**src/rtl/vga_pkg.sv**
```systemverilog
// Shared constants, pixel record and FSM state type for the VGA pixel sink.
package vga_pkg;
  localparam int unsigned SCREEN_W_DEF = 320;
  localparam int unsigned SCREEN_H_DEF = 240;
  localparam int unsigned X_W          = 9;
  localparam int unsigned Y_W          = 8;
  localparam int unsigned COLOUR_W     = 3;
  localparam int unsigned ADDR_W       = 17;
  localparam int unsigned PIX_W        = X_W + Y_W + COLOUR_W;

  typedef struct packed {
    logic [X_W-1:0]      x;
    logic [Y_W-1:0]      y;
    logic [COLOUR_W-1:0] colour;
  } pixel_t;

  typedef enum logic [1:0] {IDLE, ADDR, WRITE} state_t;
endpackage

```
**src/rtl/pixel_fifo.sv**
```systemverilog
// Power-of-two pixel request buffer; head entry is visible on rd_data.
module pixel_fifo
  import vga_pkg::*;
#(
  parameter int unsigned DEPTH = 4
) (
  input  logic                     clk,
  input  logic                     resetn,
  input  logic                     push,
  input  pixel_t                   wr_data,
  input  logic                     pop,
  output pixel_t                   rd_data,
  output logic [$clog2(DEPTH):0]   count
);
  localparam int unsigned PTR_W = $clog2(DEPTH);
  localparam int unsigned CNT_W = PTR_W + 1;

  pixel_t           mem [DEPTH];
  logic [PTR_W-1:0] wr_ptr;
  logic [PTR_W-1:0] rd_ptr;

  // Pointers wrap naturally because DEPTH is a power of two.
  always_ff @(posedge clk or negedge resetn) begin
    if (!resetn) begin
      wr_ptr <= '0;
      rd_ptr <= '0;
      count  <= '0;
    end else begin
      if (push) wr_ptr <= wr_ptr + PTR_W'(1);
      if (pop)  rd_ptr <= rd_ptr + PTR_W'(1);
      case ({push, pop})
        2'b10:   count <= count + CNT_W'(1);
        2'b01:   count <= count - CNT_W'(1);
        default: ;
      endcase
    end
  end

  always_ff @(posedge clk) begin
    if (push) mem[wr_ptr] <= wr_data;
  end

  assign rd_data = mem[rd_ptr];
endmodule

```
**src/rtl/vga_pixel_sink.sv**
```systemverilog
// Buffers plot requests and writes them to the framebuffer in order.
// Define PIXEL_CLIP_EN to discard off-screen pixels and count them in dropped.
module vga_pixel_sink
  import vga_pkg::*;
#(
  parameter int unsigned FIFO_DEPTH = 4,
  parameter int unsigned SCREEN_W   = SCREEN_W_DEF,
  parameter int unsigned SCREEN_H   = SCREEN_H_DEF
) (
  input  logic                clk,
  input  logic                resetn,
  input  logic [X_W-1:0]      x_in,
  input  logic [Y_W-1:0]      y_in,
  input  logic [COLOUR_W-1:0] colour_in,
  input  logic                plot,
  output logic                ready,
  output logic [ADDR_W-1:0]   mem_addr,
  output logic [COLOUR_W-1:0] mem_data,
  output logic                mem_we,
  input  logic                mem_ack,
  output logic                busy,
  output logic [7:0]          dropped
);
  localparam int unsigned CNT_W = $clog2(FIFO_DEPTH) + 1;

  if (FIFO_DEPTH < 2 || FIFO_DEPTH > 16 || (FIFO_DEPTH & (FIFO_DEPTH - 1)) != 0 ||
      SCREEN_W * SCREEN_H > (1 << ADDR_W)) begin : g_param_chk
    $error("vga_pixel_sink: unsupported FIFO_DEPTH or screen size");
  end

  state_t            state;
  state_t            state_nx;
  logic [CNT_W-1:0]  count;
  logic              push;
  logic              pop;
  logic              clipped;
  pixel_t            pix_in;
  pixel_t            head;
  pixel_t            cur;
  logic [ADDR_W-1:0] addr_calc;

  assign pix_in = '{x: x_in, y: y_in, colour: colour_in};
  assign ready  = count < CNT_W'(FIFO_DEPTH);
  assign push   = plot && ready;
  assign busy   = (count != '0) || (state != IDLE);

  pixel_fifo #(.DEPTH(FIFO_DEPTH)) u_fifo (
    .clk     (clk),
    .resetn  (resetn),
    .push    (push),
    .wr_data (pix_in),
    .pop     (pop),
    .rd_data (head),
    .count   (count)
  );

  // 320 = 256 + 64, so the row offset is two shifted copies of y.
  if (SCREEN_W == 320) begin : g_addr_shift
    assign addr_calc = ADDR_W'({cur.y, 8'b0}) + ADDR_W'({cur.y, 6'b0}) + ADDR_W'(cur.x);
  end else begin : g_addr_mul
    assign addr_calc = ADDR_W'(ADDR_W'(cur.y) * ADDR_W'(SCREEN_W)) + ADDR_W'(cur.x);
  end

`ifdef PIXEL_CLIP_EN
  assign clipped = (32'(cur.x) >= SCREEN_W) || (32'(cur.y) >= SCREEN_H);

  always_ff @(posedge clk or negedge resetn) begin
    if (!resetn)
      dropped <= '0;
    else if (state == ADDR && clipped && dropped != '1)
      dropped <= dropped + 8'd1;
  end
`else
  assign clipped = 1'b0;
  assign dropped = '0;
`endif

  always_ff @(posedge clk or negedge resetn) begin
    if (!resetn) state <= IDLE;
    else         state <= state_nx;
  end

  always_comb begin
    state_nx = state;
    case (state)
      IDLE:    if (count != '0) state_nx = ADDR;
      ADDR:    state_nx = clipped ? IDLE : WRITE;
      WRITE:   if (mem_ack) state_nx = IDLE;
      default: state_nx = IDLE;
    endcase
  end

  always_comb begin
    pop    = (state == IDLE) && (count != '0);
    mem_we = (state == WRITE);
  end

  always_ff @(posedge clk or negedge resetn) begin
    if (!resetn) begin
      cur      <= '0;
      mem_addr <= '0;
      mem_data <= '0;
    end else begin
      if (pop) cur <= head;
      if (state == ADDR && !clipped) begin
        mem_addr <= addr_calc;
        mem_data <= cur.colour;
      end
    end
  end
endmodule
```
**config.mk**
```make
export PLATFORM = sky130hd
export DESIGN_NAME = vga_pixel_sink
export DESIGN_NICKNAME = d
export VERILOG_FILES = /design/src/rtl/vga_pkg.sv /design/src/rtl/pixel_fifo.sv /design/src/rtl/vga_pixel_sink.sv
export SDC_FILE = /design/constraint.sdc
export NUM_CORES = 1
export LEC_CHECK = 0
export BUFFER_PORTS_ARGS = -buffer_cell sky130_fd_sc_hd__buf_2
export CELL_PAD_IN_SITES_DETAIL_PLACEMENT = 2
export CELL_PAD_IN_SITES_GLOBAL_PLACEMENT = 2
export CORE_MARGIN = 8
export CORE_UTILIZATION = 42
export DETAILED_ROUTE_END_ITERATION = 6
export PLACE_DENSITY_LB_ADDON = 0.1
export SYNTH_ARGS = -nofsm -noshare
export SYNTH_HDL_FRONTEND = slang
export SYNTH_SLANG_ARGS = --single-unit
```
**constraint.sdc**
```tcl
create_clock -name clk -period 2.9 [get_ports clk]
set_clock_uncertainty 0.2 [all_clocks]
set_input_delay 0.58 -clock clk [delete_from_list [all_inputs] [get_ports clk]]
set_output_delay 0.58 -clock clk [all_outputs]
set_load 0.005 [all_outputs]
```
==> reports/results.tsv <==
stage	metric	value	unit
global_route	grt_remaining_overflow	0	
power_and_ir_drop	p_leak	0.00270	uW
floorplanning	die-area	0.0167	mm^2
timing	setup_viol	0	
detailed_routing	dr_total_vias	3001	
floorplanning	initial_utilization	42.9	%
critical_path	crit_top_cell	inv_1	
detailed_routing	drc_errors	0	
timing	fmax	384	MHz
critical_path	critical_path_arrival	2.70	ns
detailed_routing	drt_iter0_markers	112	
power_and_ir_drop	power.density	1210	mW/mm^2
global_route	grt_pass1_vias	3533	
critical_path	cp_num_buf_inv	2	
run_status	status	finished, final reports clean	
clock_network	htree_levels	4	
floorplanning	rows	41	
power_and_ir_drop	ir_worst_vdd	0.000551	V
clock_network	cts_resized	0	
detailed_routing	drt_wl_total	12100	um
floorplanning	die_x	129	um
final_layout	syn2layout_area_growth	20.0	%
yosys	synthMuxAreaShare	10.8	%
power_and_ir_drop	p_sw	2660	uW
critical_path	cp_data_required_time	2.99	ns
critical_path	start_kind	flip-flop	
critical_path	path_max_fanout	2	
critical_path	crit_family	adder cells	
critical_path	max_stage_delay	0.61	ns
yosys	synth_warnings	0	
floorplanning	boundaryPins	55	
yosys	yosys_register_bits	129	
power_and_ir_drop	switching_share	33.9	%
critical_path	path_cells	inv_1, fa_1, inv_1, ha_1, a211oi_1, o21bai_1, a21oi_1, xor2_1, o21ai_1	
global_route	grt_max_degree	27	
timing	setup_tns	0	ns
timing	rsz0062_at_grt	no	
yosys	yosys.cell_types.count	37	
yosys	synthCells	353	
clock_network	path_clk_slew	0.06	ns
clock_network	cts-root-buf	clkbuf_16	
final_layout	final_util	51.5	%
clock_network	clkLatencyLatePin	0.42	ns
place	io_buffer_count	46	
critical_path	cp-end-kind	flip-flop	
global_route	grt_use_total	16.0	%
power_and_ir_drop	power_frac_clock	28.8	%
yosys	yosysSeqAreaShare	67.2	%
detailed_routing	firstDrtPassIters	4	
global_route	grt_pass1_wl	19300	um
clock_network	cts_buffers	17	
timing	tightest_slew	0.739	ns
detailed_routing	wl_per_cell	20.1	um
yosys	synthTopCellsByArea	edfxtp_1 (45%), dfrtp_1 (23%), mux4_2 (8.3%)	
flow_run	maxCapViolCount	0	
yosys	syn_area_per_cell	15.3	um^2
power_and_ir_drop	internal_power	5190	uW
final_layout	drive_above_1_share	26.3	%
timing	relSlewSlack	50.7	%
power_and_ir_drop	p_comb_share	36.1	%
place	dp.final_hpwl	8190	um
yosys	synth_area_leader_cell	edfxtp_1	
final_layout	fin_nets	464	
min_path	min_path_type	in -> reg	
global_route	antenna_found_initial	0	
timing	setup_slack	0.293	ns
timing	final_max_slew_viol_count	0	
min_path	holdPathStages	1	
yosys	synth_top_area_share	44.5	%
timing	min_period	2.61	ns
final_layout	diodes	0	
yosys	synth_xor_area_share	1.62	%
timing	period_share	89.9	%
place	routabilityCongestion	0.734	
power_and_ir_drop	seq_power_share	35.2	%
yosys	synth_top_family_by_area	multiplexers	
place	postPlaceCellArea	0.00583	mm^2
final_layout	finalInstanceArea	0.00648	mm^2
clock_network	cts_setup_buffers	0	
clock_network	cts_tree	yes	
yosys	synth-adder-area-share	5.75	%
detailed_routing	viasPerCell	4.99	
yosys	synth_area	0.00540	mm^2
yosys	synth_compound_area_share	4.24	%
floorplanning	die_y	129	um
clock_network	cts.sinks	129	
power_and_ir_drop	finalPower	7850	uW
clock_network	cts_buffer_depth	2	
critical_path	cp.depth	9	
timing	hold_violations	0	
detailed_routing	antenna_left	0	
critical_path	setup.worst_path.class	reg -> reg	
yosys	synthSimpleGateAreaFrac	6.65	%
floorplanning	coreArea	0.0126	mm^2
place	pre_cts_slack	0.288	ns
critical_path	critical_path.slowest_cell	fa_1	
critical_path	rr_worst_depth	9	
[area by class of cell]
class / count / area, um^2
clock inverter: 6 / 86.3
timing repair buffer: 58 / 323
fill: 1155 / 6090
sequential: 129 / 3630
inverter: 19 / 71.3
multi-input combinational: 192 / 1600
tap: 172 / 215
clock buffer: 26 / 553
[worst paths after layout]
path	from	endpoint	slack, ns
setup / recovery	cur[3]	mem_addr[12]	0.29
hold / removal	y_in[6]	u_fifo.mem[3][9]	0.18
setup reg to reg	cur[3]	mem_addr[12]	0.29
hold reg to reg	mem_addr[13]	mem_addr[13]	0.27
max in group asynchronous	resetn	mem_addr[6]	1.57
min in group asynchronous	resetn	u_fifo.wr_ptr[1]	0.38
[cell usage after synthesis]
library cell	number
inv_1	17
mux4_2	20
xor2_1	4
o21ba_1	1
nor2_1	5
o21a_2	1
a211oi_1	2
o31ai_1	2
o21ai_1	13
conb_1	1
nor2b_1	1
clkbuf_1	3
mux2_1	11
o21ai_0	3
a31oi_1	1
buf_4	11
dfrtp_1	49
mux2i_1	1
nor2b_4	1
nand2_1	68
buf_2	6
edfxtp_1	80
o31ai_2	1
o31ai_4	1
nor3_1	3
xnor2_1	6
nand2b_1	4
a21oi_1	3
fa_1	3
o211ai_1	1
and2_1	4
o21a_1	1
a21o_1	1
o21bai_1	1
inv_2	2
ha_1	20
a221oi_2	1
[stage by stage]
step,cells,hold slack (ns)
after global routing,602,0.169
after floorplan,360,0.0844
after detailed placement,569,0.264
final,602,0.177
after CTS,602,0.158
after global placement,569,0.252
[power by group through the flow]
stage	logic, uW	clock network [uW]	registers, uW
final	2830	2260	2760
after global routing	3210	2360	2830
after CTS	2920	2300	2780
after detailed placement	2850	0	2800
after global placement	2730	0	2760
after floorplan	2040	0	2710
[placed cells by master (no fill, tap or decap), types with 2 or more instances in the layout]
| cell type | Yosys | routed |
|---|---|---|
| o21ai_1 | 13 | 13 |
| inv_2 | 2 | 2 |
| o21ai_0 | 3 | 3 |
| nand2b_1 | 4 | 4 |
| a21oi_1 | 3 | 3 |
| bufinv_16 | 0 | 2 |
| ha_1 | 20 | 20 |
| mux4_2 | 20 | 20 |
| xor2_1 | 4 | 4 |
| inv_1 | 17 | 17 |
| nor3_1 | 3 | 3 |
| nand2_1 | 68 | 68 |
| and2_1 | 4 | 4 |
| mux2_1 | 11 | 11 |
| buf_2 | 6 | 46 |
| a211oi_1 | 2 | 2 |
| conb_1 | 1 | 8 |
| fa_1 | 3 | 3 |
| clkinv_2 | 0 | 2 |
| clkbuf_1 | 3 | 3 |
| clkbuf_8 | 0 | 3 |
| dfrtp_1 | 49 | 49 |
| edfxtp_1 | 80 | 80 |
| buf_4 | 11 | 11 |
| clkbuf_16 | 0 | 20 |
| o31ai_1 | 2 | 2 |
| nor2_1 | 5 | 5 |
| xnor2_1 | 6 | 6 |
[sequential cells by signal, summed over array words and instances, names as in the netlist]
register       count
u_fifo.wr_ptr      2
mem_data           3
cur               20
u_fifo.mem        80
u_fifo.rd_ptr      2
state              2
u_fifo.count       3
mem_addr          17
[metal layers]
metal  up-vias  GRT usage (%)  part of all wire (%)
met1      1535           18.2                    42
met5         -              0                     0
met3        23           4.31                   4.3
li1       1380              -                     -
met2        63           27.2                    51
met4         0           7.88                   2.5
[kinds of logic (layout without fill, tap and decap cells)]
group                      count (synthesis)  count (layout)
AOI/OAI and AO/OA                         33              33
xor gates and xnor gates                  10              10
adders and majority gates                 23              23
buffers and inverters                     39             109
DFF                                      129             129
muxes                                     32              32
other                                      1               8
and+or+nand+nor                           86              86
[timing repair]
action                                  in CTS  in global routing
hold buffers                                 1                  0
endpoints found under the setup margin       0                  0
endpoints found under the hold margin        9                  0
(Power assumes the default switching activity.)
